<file path="src/rtl/decode_stage.sv">
// decode_stage: RV32I decode with register file, load-use bubble and flush.
// Optional macro DEC_WB_BYPASS_EN forwards same-cycle write-back into operands.
module decode_stage #(
    parameter  int REG_WIDTH = 32,
    parameter  int REG_COUNT = 32,
    parameter  int PC_WIDTH  = 32,
    localparam int REG_BITS  = $clog2(REG_COUNT)
) (
    input  logic                 clk,
    input  logic                 rst,
    input  logic                 in_valid,
    output logic                 in_ready,
    input  logic [31:0]          in_instr,
    input  logic [PC_WIDTH-1:0]  in_pc,
    input  logic                 flush,
    input  logic                 wb_en,
    input  logic [REG_BITS-1:0]  wb_rd,
    input  logic [REG_WIDTH-1:0] wb_data,
    output logic                 out_valid,
    input  logic                 out_ready,
    output logic [REG_BITS-1:0]  out_rd,
    output logic [REG_BITS-1:0]  out_rs1,
    output logic [REG_BITS-1:0]  out_rs2,
    output logic [REG_WIDTH-1:0] out_rs1_data,
    output logic [REG_WIDTH-1:0] out_rs2_data,
    output logic [REG_WIDTH-1:0] out_imm,
    output logic [PC_WIDTH-1:0]  out_pc,
    output logic [6:0]           out_opcode,
    output logic [2:0]           out_funct3,
    output logic                 out_funct7b5,
    output logic                 out_is_load
);

    localparam logic [6:0] OP_LOAD  = 7'b0000011;
    localparam logic [6:0] OP_IMM   = 7'b0010011;
    localparam logic [6:0] OP_JALR  = 7'b1100111;
    localparam logic [6:0] OP_STORE = 7'b0100011;
    localparam logic [6:0] OP_BR    = 7'b1100011;
    localparam logic [6:0] OP_LUI   = 7'b0110111;
    localparam logic [6:0] OP_AUIPC = 7'b0010111;
    localparam logic [6:0] OP_JAL   = 7'b1101111;
    localparam logic [6:0] OP_REG   = 7'b0110011;

    logic [REG_WIDTH-1:0] rf [REG_COUNT];

    logic [6:0]          opc;
    logic [4:0]          f_rs1;
    logic [4:0]          f_rs2;
    logic [REG_BITS-1:0] rd_idx;
    logic [REG_BITS-1:0] rs1_idx;
    logic [REG_BITS-1:0] rs2_idx;

    assign opc     = in_instr[6:0];
    assign f_rs1   = in_instr[19:15];
    assign f_rs2   = in_instr[24:20];
    assign rd_idx  = REG_BITS'(in_instr[11:7]);
    assign rs1_idx = REG_BITS'(f_rs1);
    assign rs2_idx = REG_BITS'(f_rs2);

    logic is_i;
    logic is_s;
    logic is_b;
    logic is_u;
    logic is_j;
    logic is_r;

    always_comb begin
        is_i = (opc == OP_IMM) || (opc == OP_LOAD) || (opc == OP_JALR);
        is_s = (opc == OP_STORE);
        is_b = (opc == OP_BR);
        is_u = (opc == OP_LUI) || (opc == OP_AUIPC);
        is_j = (opc == OP_JAL);
        is_r = (opc == OP_REG);
    end

    logic [31:0]          imm32;
    logic [REG_WIDTH-1:0] imm;

    always_comb begin
        imm32 = '0;
        unique case (1'b1)
            is_i: imm32 = {{20{in_instr[31]}}, in_instr[31:20]};
            is_s: imm32 = {{20{in_instr[31]}}, in_instr[31:25],
                           in_instr[11:7]};
            is_b: imm32 = {{19{in_instr[31]}}, in_instr[31], in_instr[7],
                           in_instr[30:25], in_instr[11:8], 1'b0};
            is_u: imm32 = {in_instr[31:12], 12'b0};
            is_j: imm32 = {{11{in_instr[31]}}, in_instr[31],
                           in_instr[19:12], in_instr[20],
                           in_instr[30:21], 1'b0};
            default: imm32 = '0;
        endcase
    end

    assign imm = REG_WIDTH'($signed(imm32));

    // Reads see the pre-write value; x0 and out-of-range indices read zero.
    logic                 rs1_ok;
    logic                 rs2_ok;
    logic [REG_WIDTH-1:0] rs1_rf;
    logic [REG_WIDTH-1:0] rs2_rf;

    always_comb begin
        rs1_ok = (f_rs1 != 5'd0) && (int'(f_rs1) < REG_COUNT);
        rs2_ok = (f_rs2 != 5'd0) && (int'(f_rs2) < REG_COUNT);
        rs1_rf = '0;
        rs2_rf = '0;
        if (rs1_ok) rs1_rf = rf[rs1_idx];
        if (rs2_ok) rs2_rf = rf[rs2_idx];
    end

    logic wb_we;
    assign wb_we = wb_en && (wb_rd != '0) && (int'(wb_rd) < REG_COUNT);

    logic [REG_WIDTH-1:0] rs1_src;
    logic [REG_WIDTH-1:0] rs2_src;

`ifdef DEC_WB_BYPASS_EN
    logic hold_hit1;
    logic hold_hit2;

    always_comb begin
        rs1_src = rs1_rf;
        rs2_src = rs2_rf;
        if (wb_we && rs1_ok && (wb_rd == rs1_idx)) rs1_src = wb_data;
        if (wb_we && rs2_ok && (wb_rd == rs2_idx)) rs2_src = wb_data;
    end

    assign hold_hit1 = wb_we && (wb_rd == out_rs1);
    assign hold_hit2 = wb_we && (wb_rd == out_rs2);
`else
    assign rs1_src = rs1_rf;
    assign rs2_src = rs2_rf;
`endif

    logic uses_rs1;
    logic uses_rs2;
    logic hazard;
    logic accept;
    logic drain;

    assign uses_rs1 = !(is_u || is_j);
    assign uses_rs2 = is_r || is_s || is_b;

    // Load in the output stage whose result the incoming instruction needs.
    assign hazard = out_valid && out_is_load && (out_rd != '0) &&
                    ((uses_rs1 && (out_rd == rs1_idx)) ||
                     (uses_rs2 && (out_rd == rs2_idx)));

    assign in_ready = !rst && !flush && !hazard && (!out_valid || out_ready);
    assign accept   = in_valid && in_ready;
    assign drain    = out_valid && out_ready;

    always_ff @(posedge clk) begin
        if (rst) begin
            for (int i = 0; i < REG_COUNT; i++) rf[i] <= '0;
        end else if (wb_we) begin
            rf[wb_rd] <= wb_data;
        end
    end

    always_ff @(posedge clk) begin
        if (rst) begin
            out_valid    <= 1'b0;
            out_rd       <= '0;
            out_rs1      <= '0;
            out_rs2      <= '0;
            out_rs1_data <= '0;
            out_rs2_data <= '0;
            out_imm      <= '0;
            out_pc       <= '0;
            out_opcode   <= '0;
            out_funct3   <= '0;
            out_funct7b5 <= 1'b0;
            out_is_load  <= 1'b0;
        end else if (flush) begin
            out_valid <= 1'b0;
        end else if (accept) begin
            out_valid    <= 1'b1;
            out_rd       <= rd_idx;
            out_rs1      <= rs1_idx;
            out_rs2      <= rs2_idx;
            out_rs1_data <= rs1_src;
            out_rs2_data <= rs2_src;
            out_imm      <= imm;
            out_pc       <= in_pc;
            out_opcode   <= opc;
            out_funct3   <= in_instr[14:12];
            out_funct7b5 <= in_instr[30];
            out_is_load  <= (opc == OP_LOAD);
        end else if (drain) begin
            out_valid <= 1'b0;
`ifdef DEC_WB_BYPASS_EN
        end else if (out_valid) begin
            if (hold_hit1) out_rs1_data <= wb_data;
            if (hold_hit2) out_rs2_data <= wb_data;
`endif
        end
    end

endmodule

</file>
<file path="config.mk">
export PLATFORM = sky130hd
export DESIGN_NAME = decode_stage
export DESIGN_NICKNAME = d
export VERILOG_FILES = /design/src/rtl/decode_stage.sv
export SDC_FILE = /design/constraint.sdc
export NUM_CORES = 2
export LEC_CHECK = 0
export BUFFER_PORTS_ARGS = -buffer_cell sky130_fd_sc_hd__buf_4
export CORE_ASPECT_RATIO = 2
export CORE_UTILIZATION = 50
export CTS_CLUSTER_SIZE = 16
export DETAILED_ROUTE_END_ITERATION = 12
export PLACE_DENSITY = 0.68
export SLEW_MARGIN = 20
export SYNTH_ARGS = -nofsm -noshare
export SYNTH_HDL_FRONTEND = slang
export SYNTH_SLANG_ARGS = --single-unit
</file>
<file path="constraint.sdc">
create_clock -name clk -period 3.65 [get_ports clk]
set_input_delay 0.73 -clock clk [delete_from_list [all_inputs] [get_ports clk]]
set_output_delay 0.73 -clock clk [all_outputs]
set_load 0.02 [all_outputs]
</file>
=== After elaboration in Yosys (flattened, before gate mapping) ===
Memory sizes are Yosys's and may differ from the RTL's.
Index checks and enable logic that the tools add are counted.

* Bits in registers: 156
* Bits in writable memories: 1024
* Word-level logic and storage cells: 70
* Memories kept: 1

* Eq/ne operators: 11
* Mux-type cells: 13
* Bitwise logic cells: 1
* Reduce and logical (&&, ||, !) cells: 32

{| class="wikitable"
|+ Memory list
! name !! depth !! bits a word !! read ports !! clocked after Yosys merged registers in !! wr ports !! line !! RTL
|-
| rf || 32 || 32 || 2 || 0 || 32 || 44 || <nowiki>logic [REG_WIDTH-1:0] rf [REG_COUNT];</nowiki>
|}

{| class="wikitable"
|+ Operators by type and width
! cell !! count
|-
| case mux 32 bit (5 select lines) || 1
|-
| two-way mux 32 bit || 3
|-
| OR reduction 32 bit || 1
|-
| == test 7 x 6 -> 1 bit (second input constant) || 3
|-
| == test 7 bit (second input constant) || 3
|-
| nonzero test 5 bit || 4
|-
| == test 7 x 5 -> 1 bit (second input constant) || 2
|-
| logical AND 1 bit || 11
|-
| == test 5 bit || 2
|-
| logical OR 1 bit || 8
|-
| two-way mux 1 bit || 8
|-
| == test 7 x 2 -> 1 bit (second input constant) || 1
|-
| logical NOT 1 bit || 5
|-
| two-way mux 5 bit || 1
|-
| AND reduction 2 bit || 1
|-
| nonzero test 2 bit || 1
|-
| OR reduction 2 bit || 1
|-
| NOT 1 bit || 1
|}

=== Longest topological paths before layout ===
* Depth after elaboration: 12
* Mapped depth: 10

=== Worst setup path before layout ===
Ideal clock, no wire load.

* Path kind: input port to output port
* Start point: in in_instr[6]
* End point: out in_ready
* Arrival time: 2392 ps
* Slack: 528 ps
* Stages on the path: 8
* Buffers on the path: 4
* Cells stage by stage: buf_2 > or3b_1 > a21oi_4 > or4_1 > buf_4 > buf_4 > buf_4 > and3_1

* Word-level cells in the longest chain between the ends: 10
* Elaborated cells on any way between the ends: 18
* Classes of those cells: 6 x eq/ne; 12 x reduce/logical

{| class="wikitable"
|+ RTL lines
! item !! line !! RTL
|-
| start: declaration || 13 || <nowiki>input logic [31:0] in_instr,</nowiki>
|-
| == test 7 x 6 -> 1 bit or == test 7 x 5 -> 1 bit (tied branches) || 71 || <nowiki>is_u = (opc == OP_LUI) || (opc == OP_AUIPC);</nowiki>
|-
| logical OR 1 bit || 71 ||
|-
| logical OR 1 bit || 142 || <nowiki>assign uses_rs1 = !(is_u || is_j);</nowiki>
|-
| logical NOT 1 bit || 142 ||
|-
| logical AND 1 bit || 147 || <nowiki>((uses_rs1 && (out_rd == rs1_idx)) ||</nowiki>
|-
| logical OR 1 bit * || 147 ||
|-
| logical AND 1 bit * || 146 || <nowiki>assign hazard = out_valid && out_is_load && (out_rd != '0) &&</nowiki>
|-
| logical NOT 1 bit * || 150 || <nowiki>assign in_ready = !rst && !flush && !hazard && (!out_valid || out_ready);</nowiki>
|-
| logical AND 1 bit * (2 in series) || 150 ||
|-
| end: declaration || 12 || <nowiki>output logic in_ready,</nowiki>
|}

Every way passes the cells marked *; elsewhere a longest branch is shown, timed or not.

=== Worst setup path after layout ===
* Start point: reg out_rd[4]
* End point: out in_ready

* Word-level cells in the longest chain between the ends: 7
* Elaborated cells on any way between the ends: 11
* Classes of those cells: 2 x eq/ne; 9 x reduce/logical

{| class="wikitable"
|+ RTL lines
! item !! line !! RTL
|-
| start: declaration || 21 || <nowiki>output logic [REG_BITS-1:0] out_rd,</nowiki>
|-
| start signal: assignment || 180 || <nowiki>out_rd <= rd_idx;</nowiki>
|-
| == test 5 bit (on tied branches) || 147, 148 ||
|-
| logical AND 1 bit (on tied branches) || 147, 148 ||
|-
| logical OR 1 bit || 147 ||
|-
| logical AND 1 bit * || 146 ||
|-
| logical NOT 1 bit * || 150 ||
|-
| logical AND 1 bit * (2 in series) || 150 ||
|}

Marks and branches as above.

==> results.md <==
| Item | This run |
|:---|:---|
| Required @ worst endpoint | 2.92 ns |
| TritonCTS clock tree | done |
| Sum of internal, switching and leakage power | 0.0315 W |
| Quantity of hold-fixing buffers added after cts | 0 |
| Worst setup path endpoint | in_ready |
| R2R Path End | out_imm[19] |
| Final Hold Fails | 0 |
| Origin of the worst setup path | out_rd[4] |
| Maximum fanout count along the critical path | 5 |
| Areal power density over the cells | 455 nW/um2 |
| Area growth syn-to-layout | 13.3% |
| Number of buffers inserted by port buffering | 263 |
| Transition time of the tightest slew-check pin | 1.25 ns |
| Number of standard-cell rows in the floorplan | 181 |
| Pin count of the biggest net entering global routing | 159 |
| Clock latency on the worst-skew pair | 0.74 ns |
| CP Cell Sequence | xnor2_1 -> nand3_1 -> or4_4 -> and3_1 -> buf_4 |
| Top flip-flop cell by instance count after synthesis | sky130_fd_sc_hd__edfxtp_1 |
| Cell count after synthesis | 4371 |
| TritonCTS sink count | 1180 |
| Pleak | 24.5 nW |
| Wire length of the first global-routing pass | 304000 um |
| Final Max Slew Viols | 0 |
| CP peak stage delay | 0.61 ns |
| Yosys Warn Count | 0 |
| Area of the mapped netlist | 61100 um2 |
| Headroom to the max-slew limit | 16.5% |
| Number of nets in the finished design | 4611 |
| Gp weighted congestion | 0.914 |
| Largest vdd supply drop | 0.328 mV |
| Count of cells along the worst register-to-register path | 6 |
| Die Span X | 249 um |
| FMAX | 294 MHz |
| Buffer levels on the longest clock path | 3 |
| Crit path kind | flop to output port |
| Multi-input gate area in the final layout | 25500 um2 |
| Wirelength, routed | 217000 um |
| Number of DRC markers after the initial detailed-route iteration | 5146 |
| RSZ-0062 raised after global routing | false |
| Nature of the critical path startpoint | flop |
| Combined flip-flop and latch cell area | 33900 um2 |
| Sum of negative setup slack | 0 ns |
| GR Util All Layers | 34.7% |
| Type of the most critical hold path | primary input to flop |
| H-tree Lvls | 3 |
| Number of placed I/O pins | 264 |
| Setup slack of the worst register-to-register path | 0.74 ns |
| Worst-path cell with the longest stage delay | sky130_fd_sc_hd__dfxtp_1 |
| Final clock period utilization by the worst path | 93.1% |
| Count of cells resized by post-cts repair | 0 |
| Mean area per synthesized cell | 14.0 um2 |
| Final-layout fill cell count | 9543 |
| Via count of the first global-routing pass | 42.7k |
| Max capacitance violation total | 0 |
| Worst hold path cell count | 2 |
| FFs w/ async S/R, synth | 0% |
| Skew final | 0.0231 ns |
| Clock transition at the register clock pins on the worst setup and hold paths after CTS | 0.07 ns |
| Worst endpoint data arrival time | 2.67 ns |
| Half-perimeter wire length after placement | 137000 um |
| Top-area cell type share of the netlist area | 50.3% |
| Top cells by area in the synthesized netlist | sky130_fd_sc_hd__edfxtp_1 50%, sky130_fd_sc_hd__mux4_2 15%, sky130_fd_sc_hd__and2_1 10% |
| Number of flops mapped to enable cells by yosys | 1024 |
| Total via count in the routed design | 42.6k |
| Remaining design rule violation count | 0 |
| Number of buffers inserted during clock tree synthesis | 102 |
| Number of antenna-violating nets in the routed design | 0 |
| Total gr overflow | 0 |
| Kind of end point of the critical path | output port |
| Post-CTS setup-driven buffer insertion count | 0 |
| Setup violators final | 0 |
| Area of the die | 124000 um2 |
| Outcome | finished clean |
| Number of distinct library cells after synthesis | 63 |
| Number of synthesized register bits | 1180 |
| Detail-routed net length per standard cell | 35.2 um |
| Core outline area | 121000 um2 |
| Beginning of the worst register-to-register path | out_rd[1] |
| Biggest area consumer among synthesized cells | sky130_fd_sc_hd__edfxtp_1 |
| DR vias/cell | 6.91 |
| Fraction of layout cells with a size suffix above 1 | 27.1% |
| Effective utilization at floorplan | 50.4% |
| Time the final worst path needs with I/O delays and setup | 3.40 ns |
| Sequential cell area fraction in the yosys report | 55.4% |
| Number of detailed-route iterations in the first pass | 7 |
| Clock root buffer master | sky130_fd_sc_hd__clkbuf_16 |
| Initial antenna violation count | 14 |
| Die Height | 497 um |
## registers in the layout (all words and copies together) (netlist names)
register,cells
out_pc,32
out_funct7b5,1
rf,1024
out_imm,32
out_rd,5
out_rs2_data,32
out_rs1_data,32
out_funct3,3
out_valid,1
out_is_load,1
out_rs1,5
out_rs2,5
out_opcode,7
## logic make-up (layout without fill, tap and decap cells)
kind of cell	count (synthesis)	in the layout	share of synthesized area, %
AOI/OAI and AO/OA	602	602	7.23
xor gates and xnor gates	10	10	0.143
buffers and inverters	502	693	3.60
DFF	1180	1180	55.4
muxes	724	724	20.3
other	1	39	0.00613
and+or+nand+nor	1352	1352	13.3
## how the worst min path moves through the flow
stage / slack [ns] / start / end
3_3_place_gp: 0.45 / out_rs2_data[13] / out_rs2_data[13]
5_1_grt: 0.19 / flush / out_valid
3_5_place_dp: 0.46 / out_rs1_data[29] / out_rs1_data[29]
4_1_cts: 0.18 / flush / out_valid
6_report: 0.20 / flush / out_valid
2_1_floorplan: 0.54 / out_rs1_data[29] / out_rs1_data[29]
## per-stage QoR
step | worst slack (ns) | hold WS (ns) | util, % | instance area [um2] | instances
2_1_floorplan | 0.528 | 0.542 | - | 61300 | 4402
5_1_grt | 0.174 | 0.189 | 57.1 | 69300 | 6150
6_report | 0.251 | 0.198 | 57.1 | 69300 | 6155
3_3_place_gp | 0.153 | 0.450 | 54.1 | 65700 | 5955
4_1_cts | 0.198 | 0.180 | 57.1 | 69300 | 6148
3_5_place_dp | 0.168 | 0.456 | 54.1 | 65700 | 5955
## cell usage after synthesis (70+ instances only)
cell type,number
sky130_fd_sc_hd__a31oi_1,73
sky130_fd_sc_hd__mux2i_1,220
sky130_fd_sc_hd__clkbuf_1,319
sky130_fd_sc_hd__mux4_2,405
sky130_fd_sc_hd__buf_2,121
sky130_fd_sc_hd__dfxtp_1,156
sky130_fd_sc_hd__nand4_1,70
sky130_fd_sc_hd__a21oi_1,119
sky130_fd_sc_hd__nand2_1,107
sky130_fd_sc_hd__mux2_2,99
sky130_fd_sc_hd__and2_1,997
sky130_fd_sc_hd__edfxtp_1,1024
sky130_fd_sc_hd__a221oi_1,71
## per-layer routing
layer  global-route usage (%)  part of all wire, %  vias to the layer above
met5                        0                0.025                        -
met4                     23.5                  7.5                        8
met3                     7.51                   10                      873
met2                     59.4                   50                     3005
met1                     38.9                   32                    21600
li1                         -                    -                    17000
## worst max-delay path, delay by kind of cell, from the launching register on
kind                      cells  cell delay [ns]
DFF                           1             0.61
buffers and inverters         1             0.18
and+or+nand+nor               3             0.96
xor gates and xnor gates      1             0.18
## report_power, final
group | internal [W] | switching [W]
clock network | 0.00658 | 0.00518
registers | 0.0154 | 0.000442
logic | 0.00168 | 0.00230
total | 0.0236 | 0.00792
## area by class of cell
cell class / count / area share [%]
Multi-Input combinational cell: 2720 / 36.7
Clock inverter: 53 / 0.946
Tap cell: 1555 / 2.81
Sequential cell: 1180 / 48.9
Inverter: 12 / 0.0686
Clock buffer: 140 / 4.19
Timing Repair Buffer: 488 / 6.34
Antenna cell: 7 / 0.0253
## cells in the final DEF (no fill, tap or decap), types with 7 or more instances in the layout
cell                            n
sky130_fd_sc_hd__nand2_1      106
sky130_fd_sc_hd__a211oi_1      26
sky130_fd_sc_hd__a2bb2oi_1     32
sky130_fd_sc_hd__mux2_2        99
sky130_fd_sc_hd__buf_12        54
sky130_fd_sc_hd__edfxtp_1    1024
sky130_fd_sc_hd__bufinv_16     14
sky130_fd_sc_hd__a22oi_1       54
sky130_fd_sc_hd__a221oi_1      71
sky130_fd_sc_hd__o21ai_0       29
sky130_fd_sc_hd__dfxtp_1      156
sky130_fd_sc_hd__nor2_1        15
sky130_fd_sc_hd__clkinvlp_4     9
sky130_fd_sc_hd__diode_2        7
sky130_fd_sc_hd__or2_2         31
sky130_fd_sc_hd__nand4_1       70
sky130_fd_sc_hd__a32o_1        51
sky130_fd_sc_hd__a22o_1        11
sky130_fd_sc_hd__and2_1       996
sky130_fd_sc_hd__clkinv_2      16
sky130_fd_sc_hd__a21oi_1      119
sky130_fd_sc_hd__clkbuf_8      11
sky130_fd_sc_hd__conb_1        32
sky130_fd_sc_hd__mux2i_1      220
sky130_fd_sc_hd__clkbuf_1      23
sky130_fd_sc_hd__inv_1         10
sky130_fd_sc_hd__nand2b_1      23
sky130_fd_sc_hd__o31ai_1       66
sky130_fd_sc_hd__nand3_1       26
sky130_fd_sc_hd__o221ai_1      23
sky130_fd_sc_hd__a31oi_1       73
sky130_fd_sc_hd__nor2_4        30
sky130_fd_sc_hd__o211ai_1      11
sky130_fd_sc_hd__mux4_2       405
sky130_fd_sc_hd__o2bb2ai_1     21
sky130_fd_sc_hd__xnor2_1       10
sky130_fd_sc_hd__buf_4        426
sky130_fd_sc_hd__clkbuf_16    107
(Power assumes the default switching activity.)
